--- src/rtl/imem_loader_pkg.sv ---
// Shared widths, NOP encoding and FSM state encodings for the PE instruction
// memory loader.
package imem_loader_pkg;

  localparam int IMEM_WORD_W  = 32;
  localparam int IMEM_INSTR_W = 128;
  localparam int IMEM_DEPTH   = 1024;
  localparam int IMEM_ADDR_W  = 10;
  localparam int IMEM_BEATS   = IMEM_INSTR_W / IMEM_WORD_W;

  localparam logic [IMEM_INSTR_W-1:0] IMEM_NOP = '0;

  localparam logic [1:0] ST_IDLE = 2'd0;
  localparam logic [1:0] ST_LOAD = 2'd1;
  localparam logic [1:0] ST_FILL = 2'd2;
  localparam logic [1:0] ST_DONE = 2'd3;

endpackage

--- src/rtl/imem_loader_if.sv ---
// Program word stream into the instruction memory loader (valid/ready).
interface imem_loader_if #(
  parameter int WORD_W = imem_loader_pkg::IMEM_WORD_W
);
  logic              s_valid;
  logic              s_ready;
  logic [WORD_W-1:0] s_data;
  logic              s_last;

  modport master (output s_valid, output s_data, output s_last, input s_ready);
  modport slave  (input s_valid, input s_data, input s_last, output s_ready);
endinterface

--- src/rtl/imem_beat_packer.sv ---
// Packs four stream words into one instruction, word 0 in the LSBs; a short
// final instruction is zero-padded, which decodes as NOP.
module imem_beat_packer #(
  parameter int WORD_W  = 32,
  parameter int INSTR_W = 128
) (
  input  logic               clk,
  input  logic               rstn,
  input  logic               clr,
  input  logic               beat_valid,
  input  logic [WORD_W-1:0]  beat_data,
  input  logic               beat_last,
  output logic               inst_valid,
  output logic [INSTR_W-1:0] inst
);

  logic [1:0]         beat_idx;
  logic [INSTR_W-1:0] asm_q;
  logic [INSTR_W-1:0] asm_next;

  always_comb begin
    asm_next = asm_q;
    asm_next[int'(beat_idx)*WORD_W +: WORD_W] = beat_data;
  end

  always_ff @(posedge clk or negedge rstn) begin
    if (!rstn) begin
      beat_idx   <= 2'd0;
      asm_q      <= '0;
      inst_valid <= 1'b0;
      inst       <= '0;
    end else if (clr) begin
      beat_idx   <= 2'd0;
      asm_q      <= '0;
      inst_valid <= 1'b0;
    end else begin
      inst_valid <= 1'b0;
      if (beat_valid) begin
        if (beat_idx == 2'd3 || beat_last) begin
          // assembly register restarts empty so the next short instruction pads with zeros
          inst       <= asm_next;
          inst_valid <= 1'b1;
          beat_idx   <= 2'd0;
          asm_q      <= '0;
        end else begin
          asm_q    <= asm_next;
          beat_idx <= beat_idx + 2'd1;
        end
      end
    end
  end

endmodule

--- src/rtl/imem_loader.sv ---
// Streams a program into the PE instruction memory, then releases the PE reset.
// Optional IMEM_LOADER_NOP_FILL_EN zeroes every address past the program before done.
module imem_loader
  import imem_loader_pkg::*;
#(
  parameter int WORD_W  = IMEM_WORD_W,
  parameter int INSTR_W = IMEM_INSTR_W,
  parameter int DEPTH   = IMEM_DEPTH,
  parameter int ADDR_W  = IMEM_ADDR_W
) (
  input  logic               clk,
  input  logic               rstn,
  input  logic               load_start,
  imem_loader_if.slave       s,
  output logic               mem_we,
  output logic [ADDR_W-1:0]  mem_addr,
  output logic [INSTR_W-1:0] mem_wdata,
  output logic               busy,
  output logic               done,
  output logic               pe_rstn,
  output logic [ADDR_W:0]    instr_count,
  output logic               err_overflow
);

  // state | meaning
  // IDLE  | after reset, PE held in reset, waiting for load_start
  // LOAD  | accepting stream words, writing packed instructions
  // FILL  | zero-writing addresses past the program (NOP fill build only)
  // DONE  | program loaded, PE released, waiting for a new load_start

  logic [1:0]         state;
  logic [ADDR_W-1:0]  wr_addr;
  logic               inst_valid;
  logic [INSTR_W-1:0] inst;
  logic               start;
  logic               accept;
  logic               full;
  logic               prog_we;
  logic               fill_we;

  assign start     = load_start && (state == ST_IDLE || state == ST_DONE);
  assign s.s_ready = (state == ST_LOAD);
  assign accept    = s.s_valid && s.s_ready;
  assign full      = (instr_count == (ADDR_W+1)'(DEPTH));

  imem_beat_packer #(
    .WORD_W  (WORD_W),
    .INSTR_W (INSTR_W)
  ) u_packer (
    .clk        (clk),
    .rstn       (rstn),
    .clr        (start),
    .beat_valid (accept),
    .beat_data  (s.s_data),
    .beat_last  (s.s_last),
    .inst_valid (inst_valid),
    .inst       (inst)
  );

  // the last program instruction lands one cycle after s_last, so it may
  // still be pending in the first FILL or DONE cycle
  assign prog_we = inst_valid && !full;
`ifdef IMEM_LOADER_NOP_FILL_EN
  logic at_top;
  assign at_top  = (wr_addr == ADDR_W'(DEPTH-1));
  assign fill_we = (state == ST_FILL) && !inst_valid && !full;
`else
  assign fill_we = 1'b0;
`endif

  assign mem_we    = prog_we || fill_we;
  assign mem_addr  = wr_addr;
  assign mem_wdata = fill_we ? INSTR_W'(IMEM_NOP) : inst;
  assign busy      = (state == ST_LOAD) || (state == ST_FILL);
  assign done      = (state == ST_DONE) && !inst_valid;
  assign pe_rstn   = done;

  always_ff @(posedge clk or negedge rstn) begin
    if (!rstn) begin
      state        <= ST_IDLE;
      wr_addr      <= '0;
      instr_count  <= '0;
      err_overflow <= 1'b0;
    end else begin
      if (mem_we) begin
        wr_addr <= wr_addr + 1'b1;
        if (prog_we) instr_count <= instr_count + 1'b1;
      end
      if ((accept || inst_valid) && full) err_overflow <= 1'b1;

      case (state)
        ST_IDLE: if (start) state <= ST_LOAD;
        ST_LOAD: begin
          if (accept && s.s_last) begin
`ifdef IMEM_LOADER_NOP_FILL_EN
            state <= ST_FILL;
`else
            state <= ST_DONE;
`endif
          end
        end
`ifdef IMEM_LOADER_NOP_FILL_EN
        ST_FILL: if (full || (mem_we && at_top)) state <= ST_DONE;
`endif
        ST_DONE: if (start) state <= ST_LOAD;
        default: state <= ST_IDLE;
      endcase

      if (start) begin
        wr_addr      <= '0;
        instr_count  <= '0;
        err_overflow <= 1'b0;
      end
    end
  end

endmodule

--- src/flat_wrapper.sv ---
// flat-port wrapper written by rule: the top's interface ports become plain ports
module imem_loader_flat import imem_loader_pkg::*;
#(
  parameter int WORD_W  = IMEM_WORD_W,
  parameter int INSTR_W = IMEM_INSTR_W,
  parameter int DEPTH   = IMEM_DEPTH,
  parameter int ADDR_W  = IMEM_ADDR_W
)
  (clk, rstn, load_start, mem_we, mem_addr, mem_wdata, busy, done, pe_rstn, instr_count, err_overflow, s_s_valid, s_s_data, s_s_last, s_s_ready);
  imem_loader_if #(.WORD_W(WORD_W)) s_i ();
  input  logic clk;
  input  logic rstn;
  input  logic load_start;
  output logic mem_we;
  output logic [ADDR_W-1:0] mem_addr;
  output logic [INSTR_W-1:0] mem_wdata;
  output logic busy;
  output logic done;
  output logic pe_rstn;
  output logic [ADDR_W:0] instr_count;
  output logic err_overflow;
  input wire logic [$bits(s_i.s_valid)-1:0] s_s_valid;
  input wire logic [$bits(s_i.s_data)-1:0] s_s_data;
  input wire logic [$bits(s_i.s_last)-1:0] s_s_last;
  output wire logic [$bits(s_i.s_ready)-1:0] s_s_ready;
  assign s_i.s_valid = s_s_valid;
  assign s_i.s_data = s_s_data;
  assign s_i.s_last = s_s_last;
  assign s_s_ready = s_i.s_ready;
  imem_loader #(.WORD_W(WORD_W), .INSTR_W(INSTR_W), .DEPTH(DEPTH), .ADDR_W(ADDR_W)) u_core (.clk(clk), .rstn(rstn), .load_start(load_start), .s(s_i), .mem_we(mem_we), .mem_addr(mem_addr), .mem_wdata(mem_wdata), .busy(busy), .done(done), .pe_rstn(pe_rstn), .instr_count(instr_count), .err_overflow(err_overflow));
endmodule
--- config.mk ---
export PLATFORM = sky130hd
export DESIGN_NAME = imem_loader_flat
export DESIGN_NICKNAME = d
export VERILOG_FILES = /design/src/rtl/imem_loader_pkg.sv /design/src/rtl/imem_loader_if.sv /design/src/rtl/imem_beat_packer.sv /design/src/rtl/imem_loader.sv /design/src/flat_wrapper.sv
export SDC_FILE = /design/constraint.sdc
export NUM_CORES = 1
export LEC_CHECK = 0
export CAP_MARGIN = 10
export CORE_ASPECT_RATIO = 0.7
export CORE_MARGIN = 2
export CORE_UTILIZATION = 55
export CTS_BUF_LIST = sky130_fd_sc_hd__clkbuf_2 sky130_fd_sc_hd__clkbuf_4 sky130_fd_sc_hd__clkbuf_8
export CTS_CLUSTER_DIAMETER = 120
export DETAILED_ROUTE_END_ITERATION = 8
export GPL_TIMING_DRIVEN = 1
export HOLD_SLACK_MARGIN = 0.06
export PLACE_DENSITY = 0.82
export SETUP_SLACK_MARGIN = 0.1
export SYNTH_ARGS = -nofsm -noshare
export SYNTH_HDL_FRONTEND = slang
export SYNTH_SLANG_ARGS = --single-unit
--- constraint.sdc ---
create_clock -name clk -period 2.9 [get_ports clk]
set_input_delay 0.29 -clock clk [delete_from_list [all_inputs] [get_ports clk]]
set_output_delay 0.29 -clock clk [all_outputs]
set_load 0.05 [all_outputs]
Yosys cells after proc, flatten, opt, wreduce, memory -nomap -nowiden
Index checks and enable logic that the tools add are counted.
{"block": "totals", "inputBits": 37, "latchBits": 0, "ram_bits": 0, "memories": 0, "mem_bits_ro": 0, "ff_bits": 283, "output_inout_bits": 155, "wordCells": 60}
{"block": "classes", "n_bitwise": 1, "n_addsub": 4, "magnitude_cmp": 0, "reduce_logical": 19, "eq_ne": 7, "div_mod_pow": 0, "shifts": 2, "mux": 19, "multipliers": 0}
{"operator": "two-way mux 128 bit", "n": 3}
{"operator": "bitwise mux 128 bit", "n": 1}
{"operator": "variable shift 32 x 33 -> 128 bit, first input constant", "n": 1}
{"operator": "indexed part select 32 x 33 -> 128 bit", "n": 1}
{"operator": "negation 7 -> 33 bit", "n": 1}
{"operator": "two-way mux 11 bit", "n": 2}
{"operator": "two-way mux 10 bit", "n": 2}
{"operator": "adder 11 x 1 -> 11 bit, second input constant", "n": 1}
{"operator": "== test 11 bit, second input constant", "n": 1}
{"operator": "adder 10 x 1 -> 10 bit, second input constant", "n": 1}
{"operator": "two-way mux 2 bit", "n": 5}
{"operator": "== test 2 bit, second input constant", "n": 3}
{"operator": "logical AND 1 bit", "n": 6}
{"operator": "nonzero test 2 bit", "n": 3}
{"operator": "two-way mux 1 bit", "n": 5}
{"operator": "logical OR 1 bit", "n": 4}
{"operator": "one-hot mux 2 bit (2 select lines)", "n": 1}
{"operator": "AND reduction 3 bit", "n": 1}
{"operator": "adder 2 x 1 -> 2 bit, second input constant", "n": 1}
{"operator": "== test 2 x 1 -> 1 bit, second input constant", "n": 1}
{"operator": "logical NOT 1 bit", "n": 2}
{"operator": "logical NOT 2 bit", "n": 1}
{"operator": "!= test 2 x 1 -> 1 bit, second input constant", "n": 1}
{"operator": "!= test 2 bit, second input constant", "n": 1}
{"operator": "other kinds (3)", "n": 3}

Longest topological paths before layout
Gate-level depths: netlist of run 1.
{"block": "logic_depth", "depth_word": 6, "mapped_depth": 9, "mapped_depth_nobuf": 7}

Cells and area by module
A second synthesis of run 1 with hierarchy kept.
{"block": "hier_totals", "hier_cells": 1162, "hier_area_um2": 12822.3}
{"module": "imem_beat_packer", "area_per_inst_um2": 11492.3, "instances": 1, "cells_each": 1026, "seq_area_each_um2": 6481.2}
{"module": "imem_loader", "area_per_inst_um2": 1330.0, "instances": 1, "cells_each": 136, "seq_area_each_um2": 600.6}

Worst setup path after synthesis of run 1
Ideal clock, no wire load.
{"block": "synth_timing", "path_type": "register to register", "startpoint": "register u_core.state[1]", "endpoint": "register u_core.u_packer.inst[40]", "t_arrival_ps": 2194, "setup_slack_ps": 580, "stages_incl_launch_ff": 9, "required_ps": 2774, "setup_time_ps": 126, "synth_period_minus_slack_ps": 2320, "n_path_buf": 2, "path_cell_list": "dfrtp_1 > inv_1 > ha_1 > nand2_1 > or3_1 > clkbuf_1 > clkbuf_1 > a221oi_1 > nor2_1"}
{"block": "synth_via", "elab_cells_between_ends": 8, "classes_between": "eq/ne: 2; bitwise: 1; reduce/logical: 5"}
{"item": "start: declaration", "line": "imem_loader.sv:31", "source": "logic [1:0] state;"}
{"item": "start signal: assignment", "line": "imem_loader.sv:80", "source": "state <= ST_IDLE;"}
{"item": "start signal: assignment", "line": "imem_loader.sv:92", "source": "ST_IDLE: if (start) state <= ST_LOAD;"}
{"item": "start signal: assignment", "line": "imem_loader.sv:98", "source": "state <= ST_DONE;"}
{"item": "== test 2 x 1 -> 1 bit", "line": "imem_loader.sv:42", "source": "assign s.s_ready = (state == ST_LOAD);"}
{"item": "net s_s_ready", "line": "flat_wrapper.sv:25", "source": "output wire logic [$bits(s_i.s_ready)-1:0] s_s_ready;"}
{"item": "logical AND 1 bit", "line": "imem_loader.sv:43", "source": "assign accept = s.s_valid && s.s_ready;"}
{"item": "AND reduction 3 bit (no line)"}
{"item": "end signal: assignment", "line": "imem_beat_packer.sv:41", "source": "inst <= asm_next;"}
{"item": "end: declaration", "line": "imem_beat_packer.sv:14", "source": "output logic [INSTR_W-1:0] inst"}
The timed path passes the listed nets, and every way through them passes these cells.
A chain may end at the register's enable or synchronous reset.

Worst setup path in the final report of run 1
{"block": "layout_timing", "startpoint": "register u_core.instr_count[7]", "endpoint": "output port mem_we"}
{"block": "layout_via", "elab_chain_len": 3}
{"item": "start: declaration", "line": "imem_loader.sv:21", "source": "output logic [ADDR_W:0] instr_count,"}
{"item": "start signal: assignment", "line": "imem_loader.sv:87", "source": "if (prog_we) instr_count <= instr_count + 1'b1;"}
{"item": "== test 11 bit", "line": "imem_loader.sv:44", "source": "assign full = (instr_count == (ADDR_W+1)'(DEPTH));"}
{"item": "logical NOT 1 bit", "line": "imem_loader.sv:62", "source": "assign prog_we = inst_valid && !full;"}
{"item": "logical AND 1 bit", "line": "imem_loader.sv:62"}
{"item": "end: declaration", "line": "flat_wrapper.sv:14", "source": "output logic mem_we;"}
No other way between the ends.

==> results of run 1 <==
==> critical path, delay by kind of cell (launching register included) <==
family          cells  cell delay (ns)
simple gates        1             0.60
compound gates      1             0.27
buf+inv             2             0.52
flops               1             0.44
==> sequential cells by signal (all words and copies together), names as in the netlist <==
name	flops
u_core.instr_count	11
u_core.u_packer.inst	128
u_core.u_packer.beat_idx	2
u_core.u_packer.asm_q	128
u_core.u_packer.inst_valid	1
u_core.err_overflow	1
u_core.mem_addr	10
u_core.state	2
==> stage by stage <==
stage / setup slack [ns] / cell area, um2 / power [mW] / hold WS (ns)
6_report: 0.251 / 14700 / 17.8 / 0.317
5_1_grt: 0.156 / 14700 / 18.6 / 0.344
4_1_cts: 0.223 / 14700 / 17.8 / 0.326
3_5_place_dp: 0.355 / 13800 / 14.6 / 0.293
3_3_place_gp: 0.453 / 13800 / 14.4 / 0.288
2_1_floorplan: 0.580 / 11700 / 11.3 / -0.00559
==> power groups by stage <==
| stage | sequential, mW | clock [mW] | combinational [mW] |
|---|---|---|---|
| after global placement | 5.82 | 0 | 8.56 |
| final | 5.80 | 3.28 | 8.72 |
| after floorplan | 8.97 | 0 | 2.36 |
| after detailed placement | 5.85 | 0 | 8.71 |
| after global routing | 5.92 | 3.51 | 9.17 |
| after CTS | 5.79 | 3.30 | 8.73 |
==> logic make-up after synthesis <==
kind of cell	Yosys count
AO/OA/AOI/OAI	288
buffers and inverters	132
adder cells (fa/ha/maj)	13
XOR/XNOR	9
AND/OR/NAND/NOR	334
flip-flops	283
multiplexers	1
==> layout make-up <==
class	count	share of cell area (%)
flip-flops and latches	283	48.3
multi-input cells	645	28.6
repair buffers	212	14.6
clock buffers	66	5.59
well taps	276	2.35
inverters	16	0.443
clock inverters	4	0.162
==> cell usage in the layout, fill, tap and decap left out, types with 3 or more instances in the layout <==
cell	n
dfrtp_1	283
nor2_1	267
clkdlybuf4s50_1	189
a221oi_1	128
a22o_1	128
clkbuf_8	52
nand2_1	16
buf_4	15
inv_1	14
clkbuf_4	14
a21oi_1	13
ha_1	13
nand3_1	9
o21ai_0	7
xor2_1	7
or3_2	6
nand4_1	5
buf_12	5
nor2b_1	4
and3_1	4
o21ai_4	4
and2_1	3
and4_1	3
clkinv_2	3
==> metal layers <==
metal / vias to the layer above / wire length, um / global-route usage [%]
met5: - / 0 / 0.877
met4: 0 / 507 / 7.03
met3: 57 / 3570 / 7.64
met2: 550 / 14100 / 41.4
met1: 4721 / 14200 / 45.0
li1: 4127 / - / -
==> timing repair <==
action / 4_1_cts / 5_1_grt
hold buffers: 1 / 0
gates resized for setup: 1 / 0
hold endpoints to repair: 69 / 0
endpoints found under the setup margin: 1 / 0
==> worst max-delay path by stage <==
stage,start,endpoint
after global routing,u_core.u_packer.beat_idx[0],u_core.u_packer.asm_q[108]
after global placement,u_core.state[0],u_core.u_packer.asm_q[11]
final,u_core.instr_count[7],mem_we
after floorplan,u_core.state[1],u_core.u_packer.inst[40]
after CTS,u_core.instr_count[7],mem_we
after detailed placement,u_core.u_packer.beat_idx[0],u_core.u_packer.asm_q[111]
==> reports/qor.yml, run 1 <==
status: "complete, no violations"
grt_use_total_pct: 29.2
row_count: 44
min_period_ns: 2.65
power.switching_mw: 8.33
cts_setup_buffers: 0
start_kind: "flop"
critical_path_class: "reg -> out"
synth-compound-area-share_pct: 20.8
postRouteAntennaNets: 0
grt_max_degree: 78
place_congestion: 0.826
end_kind: "output pin"
pwr-share-comb_pct: 49.0
drive_above_1_share_pct: 9.62
crit_path_top_delay_cell: "or4_4"
grt.overflow.total: 0
internal-power_mw: 9.48
fmax_ghz: 0.377
max_cap_viol_count: 0
core_mm2: 0.0208
ir_drop_mv: 0.852
max-slew-margin-rel_pct: 16.4
hold_viol_final: 0
die_h_um: 126
ys_warn_count: 0
cts_tree: "yes"
synth_area_leaders: "dfrtp_1 60%, a221oi_1 9.6%, a22o_1 9.6%"
setup_violations: 0
register_area_mm2: 0.00708
path_max_fanout: 7
fillers: 1526
drc: 0
synthArstFlopShare_pct: 100
instances_no_fill: 1502
diodes: 0
yosys.area_share.simple_pct: 12.0
setup_tns_ns: 0
post_drt_wl_per_cell_um: 21.6
synth_area_mm2: 0.0117
wl_um: 32400
dp_hpwl_um: 20000
seq_area_frac_synth_pct: 60.4
die-area_mm2: 0.0225
placement.io_buffers: 191
rsz0062_at_grt: "false"
post-route-util_pct: 70.5
drtIter0Drc: 921
clk_path_buf_depth: 3
clockRootBuffer: "clkbuf_8"
power.share.sequential_pct: 32.6
power_leakage_nw: 6.57
cp.required_ns: 2.61
finClkSkew_ns: 0.0285
worst-r2r-setup-slack_ns: 0.29
p_per_area_mw_per_mm2: 1210
clkSinkCount: 283
cp.arrival_ns: 2.36
ys.flop_type: "dfrtp_1"
finalCritPeriodShare_pct: 91.4
initial_core_util_pct: 56.3
synth_top_area_share_pct: 60.4
report.final.slew_viol_count: 0
clk_pin_slew_ns: 0.06
rr_endpoint: "u_core.u_packer.asm_q[111]"
htreeDepth: 2
ios: 192
synthTopCellsByCount: "283 x dfrtp_1, 269 x nor2_1, 128 x a221oi_1, 128 x a22o_1, 68 x clkbuf_1"
rr_worst_depth: 6
muxShareOfSynthArea_pct: 0.0854
nets: 1250
crit_chain: "or4_4, o31ai_4, inv_4, dlygate4sd2_1"
multi_input_area_mm2: 0.00420
grt_pass1_wl_um: 51300
synth.most_common_cell: "dfrtp_1"
syn_area_per_cell_um2: 11.1
p_sw_share_pct: 46.8
syn-num-nets: 1110
grt_pass1_vias: 9204
synth_cell_types: 43
synth_cells: 1060
yosys.area.top_type: "dfrtp_1"
tightest_slew_ns: 1.25
vias: 9455
r2r-start: "u_core.u_packer.beat_idx[0]"
area_growth_pct: 25.2
cpPeakStageDelay_ns: 0.60
die_w_um: 178
vias_per_cell: 6.29
antenna_found_initial: 0
synth_top_family_by_area: "compound AO/OA/AOI/OAI gates"
dp.cells: 1431
drt-pass1-iter-count: 6
synth_xor_area_share_pct: 0.673
clk_latency_ns: 0.54
synth-edff-count: 0
pwr-share-clk_pct: 18.4
ys_ff_latch: 283
hp-class: "in -> async"
synthAdderAreaFrac_pct: 1.39
numCtsBuffers: 42
(Power assumes the default switching activity.)
==> run 2: changes to the inputs <==
--- a/config.mk
+++ b/config.mk
@@ -12,7 +12,7 @@
 export CTS_BUF_LIST = sky130_fd_sc_hd__clkbuf_2 sky130_fd_sc_hd__clkbuf_4 sky130_fd_sc_hd__clkbuf_8
 export CTS_CLUSTER_DIAMETER = 120
 export DETAILED_ROUTE_END_ITERATION = 8
-export GPL_TIMING_DRIVEN = 1
+export GPL_TIMING_DRIVEN = 0
 export HOLD_SLACK_MARGIN = 0.06
 export PLACE_DENSITY = 0.82
 export SETUP_SLACK_MARGIN = 0.1
==> reports/qor.yml, run 2 (same netlist as run 1, synthesis figures left out) <==
clockRootBuffer: "clkbuf_8"  # unchanged
cts_tree: "yes"  # unchanged
path_max_fanout: 10  # was 7
area_growth_pct: 25.3  # was 25.2%
grt_use_total_pct: 29.9  # was 29.2%
die-area_mm2: 0.0225  # unchanged
power.total_mw: 17.8  # about the same
row_count: 44  # unchanged
postRouteAntennaNets: 0  # unchanged
min_period_ns: 2.75  # was 2.65 ns
diodes: 0  # unchanged
clk_latency_ns: 0.57  # was 0.54 ns
fmax_ghz: 0.364  # was 0.377 GHz
cp.required_ns: 3.38  # was 2.61 ns
initial_core_util_pct: 56.3  # unchanged
layout_commonest_cell: "dfrtp_1"  # unchanged
vias: 9940  # was 9455
end_kind: "flop"  # was output pin
clk_path_buf_depth: 3  # unchanged
power_leakage_nw: 6.64  # was 6.57 nW
die_h_um: 126  # unchanged
grt.overflow.total: 0  # unchanged
grt_pass1_vias: 9465  # was 9204
drc: 0  # unchanged
post-route-util_pct: 70.5  # about the same
ios: 192  # unchanged
antenna_found_initial: 1  # was 0
instances_no_fill: 1574  # was 1502
vias_per_cell: 6.32  # was 6.29
die_w_um: 178  # unchanged
setup_violations: 0  # unchanged
report.final.slew_viol_count: 0  # unchanged
power.switching_mw: 8.37  # was 8.33 mW
critical_path_class: "reg -> reg"  # was reg -> out
hold_viol_final: 0  # unchanged
numCtsBuffers: 42  # unchanged
grt_pass1_wl_um: 52300  # was 51300 um
clkSinkCount: 283  # unchanged
ir_drop_mv: 0.946  # was 0.852 mV
finClkSkew_ns: 0.0363  # was 0.0285 ns
hp-class: "in -> reg"  # was in -> async
finalCritPeriodShare_pct: 94.8  # was 91.4%
dp.cells: 1499  # was 1431
power.share.sequential_pct: 32.5  # was 32.6%
placement.io_buffers: 161  # was 191
p_sw_share_pct: 47.0  # was 46.8%
stdcell_area_mm2: 0.0147  # about the same
p_per_area_mw_per_mm2: 1210  # about the same
max-slew-margin-rel_pct: 57.1  # was 16.4%
dp_hpwl_um: 22900  # was 20000 um
worst-r2r-setup-slack_ns: 0.15  # was 0.29 ns
pwr-share-clk_pct: 18.3  # was 18.4%
wl_um: 33600  # was 32400 um
grt_max_degree: 123  # was 78
drive_above_1_share_pct: 10.6  # was 9.62%
rsz0062_at_grt: "false"  # unchanged
cp.arrival_ns: 3.23  # was 2.36 ns
place_area_mm2: 0.0137  # was 0.0138 mm2
nets: 1321  # was 1250
htreeDepth: 2  # unchanged
clk_pin_slew_ns: 0.06  # about the same
post_drt_wl_per_cell_um: 21.3  # was 21.6 um
start_kind: "flop"  # unchanged
final_cell_mix: "283 x dfrtp_1, 267 x nor2_1, 159 x clkdlybuf4s50_1, 128 x a22o_1, 121 x a221oi_1"  # was 283 x dfrtp_1, 267 x nor2_1, 189 x clkdlybuf4s50_1, 128 x a221oi_1, 128 x a22o_1
drt-pass1-iter-count: 5  # was 6
status: "complete, no violations"  # unchanged
core_mm2: 0.0208  # unchanged
place_congestion: 0.907  # was 0.826
internal-power_mw: 9.43  # was 9.48 mW
drtIter0Drc: 1233  # was 921
pwr-share-comb_pct: 49.2  # was 49.0%
tightest_slew_ns: 0.639  # was 1.25 ns
max_cap_viol_count: 0  # unchanged
biggestRegsByFlops: "u_core.u_packer.asm_q x128, u_core.u_packer.inst x128, u_core.instr_count x11"  # unchanged
## run 2: changes by cell type in the layout (fill, tap and decap cells not counted), moves of 7 or more
cell / delta
clkdlybuf4s50_1: -30
buf_4: -11
a221oi_2: +7
a221oi_1: -7
buf_2: +21
clkbuf_2: +8
clkbuf_1: +61
buf_1: +24
## run 2: final timing paths
kind | from | endpoint | cells past startpoint
max in group asynchronous | rstn | u_core.u_packer.inst[92] | 4
min reg2reg | u_core.u_packer.asm_q[56] | u_core.u_packer.asm_q[56] | 1
min | s_s_data[7] | u_core.u_packer.asm_q[39] | 2
max | u_core.u_packer.beat_idx[0] | u_core.u_packer.asm_q[105] | 9
min in group asynchronous | rstn | u_core.mem_addr[5] | 2
max reg2reg | u_core.u_packer.beat_idx[0] | u_core.u_packer.asm_q[105] | 9
## run 2: cell type report
type | instances | area, um2
clock inverters | 7 | 43.8
clock buffers | 64 | 793
inverters | 16 | 62.6
plain buffers | 116 | 492
well taps | 276 | 345
flip-flops and latches | 283 | 7080
fillers | 1501 | 6130
multi-input cells | 645 | 4160
repair buffers | 167 | 1700
## run 2: per-layer routing
metal	vias to the layer above	track usage, %	wire [um]
met2	630	41.2	14300
met3	71	8.27	3790
met5	-	0	0
li1	4284	-	-
met1	4955	46.2	14700
met4	0	9.23	762
## run 2: critical path, stage by stage (launching register included)
cell and delay, ns:
dfrtp_1 0.53, inv_1 0.15, ha_1 0.31, nor2b_1 0.21, and3_1 0.18, clkbuf_1 0.32
nor2b_1 0.18, clkbuf_1 0.28, buf_2 0.34, a22o_1 0.19
## run 2: what timing repair did
item / in CTS / in global routing
pin swaps: 1 / 1
hold buffers: 1 / 0
resized for setup: 3 / 28
endpoints found under the setup margin: 3 / 174
buffers inserted: 1 / 2
endpoints found under the hold margin: 65 / 0
## run 2: power by group through the flow
stage | clock network [mW] | logic, mW | registers [mW]
4_1_cts | 3.28 | 8.68 | 5.77
3_5_place_dp | 0 | 8.62 | 5.82
3_3_place_gp | 0 | 8.45 | 5.80
5_1_grt | 3.47 | 9.22 | 5.90
2_1_floorplan | 0 | 2.36 | 8.97
6_report | 3.25 | 8.77 | 5.79
## run 2: per-stage QoR
step,setup TNS [ns],hold WS (ns),setup WS (ns)
detailed placement,-0.00861,0.260,-0.00861
global route,0,0.195,0.0880
finish,0,0.193,0.152
floorplan,0,-0.00559,0.580
CTS,0,0.166,0.0969
global placement,-2908.06,0.482,-10.31
==> run 3: changes to the inputs <==
--- a/config.mk
+++ b/config.mk
@@ -6,15 +6,17 @@
 export NUM_CORES = 1
 export LEC_CHECK = 0
 export CAP_MARGIN = 10
+export CELL_PAD_IN_SITES_DETAIL_PLACEMENT = 0
+export CELL_PAD_IN_SITES_GLOBAL_PLACEMENT = 1
 export CORE_ASPECT_RATIO = 0.7
-export CORE_MARGIN = 2
-export CORE_UTILIZATION = 55
+export CORE_MARGIN = 10
+export CORE_UTILIZATION = 44
 export CTS_BUF_LIST = sky130_fd_sc_hd__clkbuf_2 sky130_fd_sc_hd__clkbuf_4 sky130_fd_sc_hd__clkbuf_8
 export CTS_CLUSTER_DIAMETER = 120
 export DETAILED_ROUTE_END_ITERATION = 8
 export GPL_TIMING_DRIVEN = 0
 export HOLD_SLACK_MARGIN = 0.06
-export PLACE_DENSITY = 0.82
+export PLACE_DENSITY_LB_ADDON = 0.1
 export SETUP_SLACK_MARGIN = 0.1
 export SYNTH_ARGS = -nofsm -noshare
 export SYNTH_HDL_FRONTEND = slang
==> reports/qor.yml, run 3 (same netlist as run 1, synthesis figures left out) <==
multi_input_area_mm2: 0.00416  # unchanged
grt.overflow.total: 0  # unchanged
fmax_ghz: 0.370  # was 0.364 GHz
status: "complete, no violations"  # unchanged
power_leakage_nw: 6.69  # was 6.64 nW
clk_pin_slew_ns: 0.06  # about the same
rsz0062_at_grt: "false"  # unchanged
start_kind: "flop"  # unchanged
tightest_slew_ns: 0.686  # was 0.639 ns
clk_latency_ns: 0.59  # was 0.57 ns
grt_pass1_vias: 9463  # was 9465
instances_no_fill: 1662  # was 1574
hp-class: "in -> reg"  # unchanged
die-area_mm2: 0.0337  # was 0.0225 mm2
crit_path_top_delay_cell: "or4_4"  # was dfrtp_1
crit_chain: "or4_4, o31ai_4, inv_4, clkdlybuf4s15_2"  # was inv_1, ha_1, nor2b_1, and3_1, clkbuf_1, nor2b_1, clkbuf_1, buf_2, a22o_1
rr_worst_depth: 8  # was 9
report.final.slew_viol_count: 0  # unchanged
drc: 0  # unchanged
core_mm2: 0.0259  # was 0.0208 mm2
htreeDepth: 2  # unchanged
vias_per_cell: 5.72  # was 6.32
ios: 192  # unchanged
diodes: 0  # unchanged
grt_max_degree: 121  # was 123
clkSinkCount: 283  # unchanged
layout_commonest_cell: "dfrtp_1"  # unchanged
hp-start: "s_s_data[30]"  # was s_s_data[7]
finClkSkew_ns: 0.0339  # was 0.0363 ns
clk_path_buf_depth: 3  # unchanged
biggestRegsByFlops: "u_core.u_packer.asm_q x128, u_core.u_packer.inst x128, u_core.instr_count x11"  # unchanged
grt_pass1_wl_um: 58000  # was 52300 um
end_kind: "output pin"  # was flop
finalCritPeriodShare_pct: 93.1  # was 94.8%
grt_use_total_pct: 21.8  # was 29.9%
post_drt_wl_per_cell_um: 22.3  # was 21.3 um
wl_um: 37100  # was 33600 um
drive_above_1_share_pct: 11.1  # was 10.6%
register_area_mm2: 0.00708  # unchanged
numCtsBuffers: 46  # was 42
row_count: 49  # was 44
placement.io_buffers: 161  # unchanged
drt-pass1-iter-count: 5  # unchanged
postRouteAntennaNets: 0  # unchanged
nets: 1325  # was 1321
antenna_found_initial: 1  # unchanged
die_h_um: 157  # was 126 um
final_cell_mix: "283 x dfrtp_1, 267 x nor2_1, 159 x clkdlybuf4s50_1, 128 x a22o_1, 124 x a221oi_1"  # was 283 x dfrtp_1, 267 x nor2_1, 159 x clkdlybuf4s50_1, 128 x a22o_1, 121 x a221oi_1
clockRootBuffer: "clkbuf_8"  # unchanged
p_per_area_mw_per_mm2: 1220  # was 1210 mW/mm2
max-slew-margin-rel_pct: 54.2  # was 57.1%
r2r-start: "u_core.u_packer.beat_idx[0]"  # unchanged
cp.required_ns: 2.61  # was 3.38 ns
cpPeakStageDelay_ns: 0.60  # was 0.53 ns
fillers: 2295  # was 1501
place_congestion: 0.812  # was 0.907
dp_hpwl_um: 25400  # was 22900 um
min_period_ns: 2.70  # was 2.75 ns
path_max_fanout: 7  # was 10
area_growth_pct: 27.1  # was 25.3%
initial_core_util_pct: 45.2  # was 56.3%
cp-startpoint: "u_core.instr_count[7]"  # was u_core.u_packer.beat_idx[0]
hold_viol_final: 0  # unchanged
vias: 9512  # was 9940
cts_tree: "yes"  # unchanged
ir_drop_mv: 0.894  # was 0.946 mV
cp.arrival_ns: 2.41  # was 3.23 ns
dp.cells: 1580  # was 1499
power.total_mw: 18.2  # was 17.8 mW
critical_path_class: "reg -> out"  # was reg -> reg
fin_hold_ws_ns: 0.161  # was 0.193 ns
setup_violations: 0  # unchanged
max_cap_viol_count: 0  # unchanged
hold_path_depth: 2  # unchanged
drtIter0Drc: 839  # was 1233
die_w_um: 215  # was 178 um
run 3: power by group:
part	switching [mW]	internal [mW]
sequential	0.724	5.04
clock	1.64	1.98
combinational	6.18	2.66
run 3: worst paths after layout:
kind,end,slack [ns]
min reg2reg,u_core.u_packer.asm_q[88],0.50
max,mem_we,0.20
min,u_core.u_packer.asm_q[62],0.16
min in group asynchronous,u_core.u_packer.inst[29],0.19
max reg2reg,u_core.u_packer.asm_q[29],0.27
max in group asynchronous,u_core.u_packer.inst[113],1.72
run 3: critical path, delay by kind of cell (launching register included):
family                 cells  cell delay, ns
AND/OR/NAND/NOR            1            0.60
AO/OA/AOI/OAI              1            0.32
flip-flops                 1            0.44
buffers and inverters      2            0.45
run 3: through the flow:
step	worst slack (ns)	utilization, %	TNS, ns	area (um2)
2_1_floorplan	0.580	-	0	11700
3_3_place_gp	-10.93	53.1	-3083.37	13800
3_5_place_dp	-0.136	53.4	-0.136	13800
4_1_cts	0.109	57.1	0	14800
5_1_grt	0.109	57.4	0	14900
6_report	0.199	57.4	0	14900
run 3: cell type report:
class                      count  share of cell area (%)
buffer                       116                    3.33
clock buffer                  67                    5.73
clock inverter                11                   0.596
inverter                      16                   0.420
multi-input combinational    645                    27.9
sequential                   283                    47.5
tap                          357                    3.00
timing repair buffer         167                    11.4
run 3: what timing repair did:
item | 4_1_cts | 5_1_grt
resized for setup | 6 | 34
endpoints found under the hold margin | 50 | 0
hold buffers | 1 | 0
pin swaps | 1 | 2
setup buffers | 1 | 2
endpoints found under the setup margin | 10 | 190
run 3: layer usage:
| metal | wire [um] | track usage, % | share of wire [%] |
|---|---|---|---|
| met5 | 10 | 0 | 0.027 |
| met4 | 705 | 6.12 | 1.9 |
| met2 | 15800 | 30.6 | 43 |
| met1 | 17500 | 31.9 | 47 |
| met3 | 3060 | 6.12 | 8.2 |
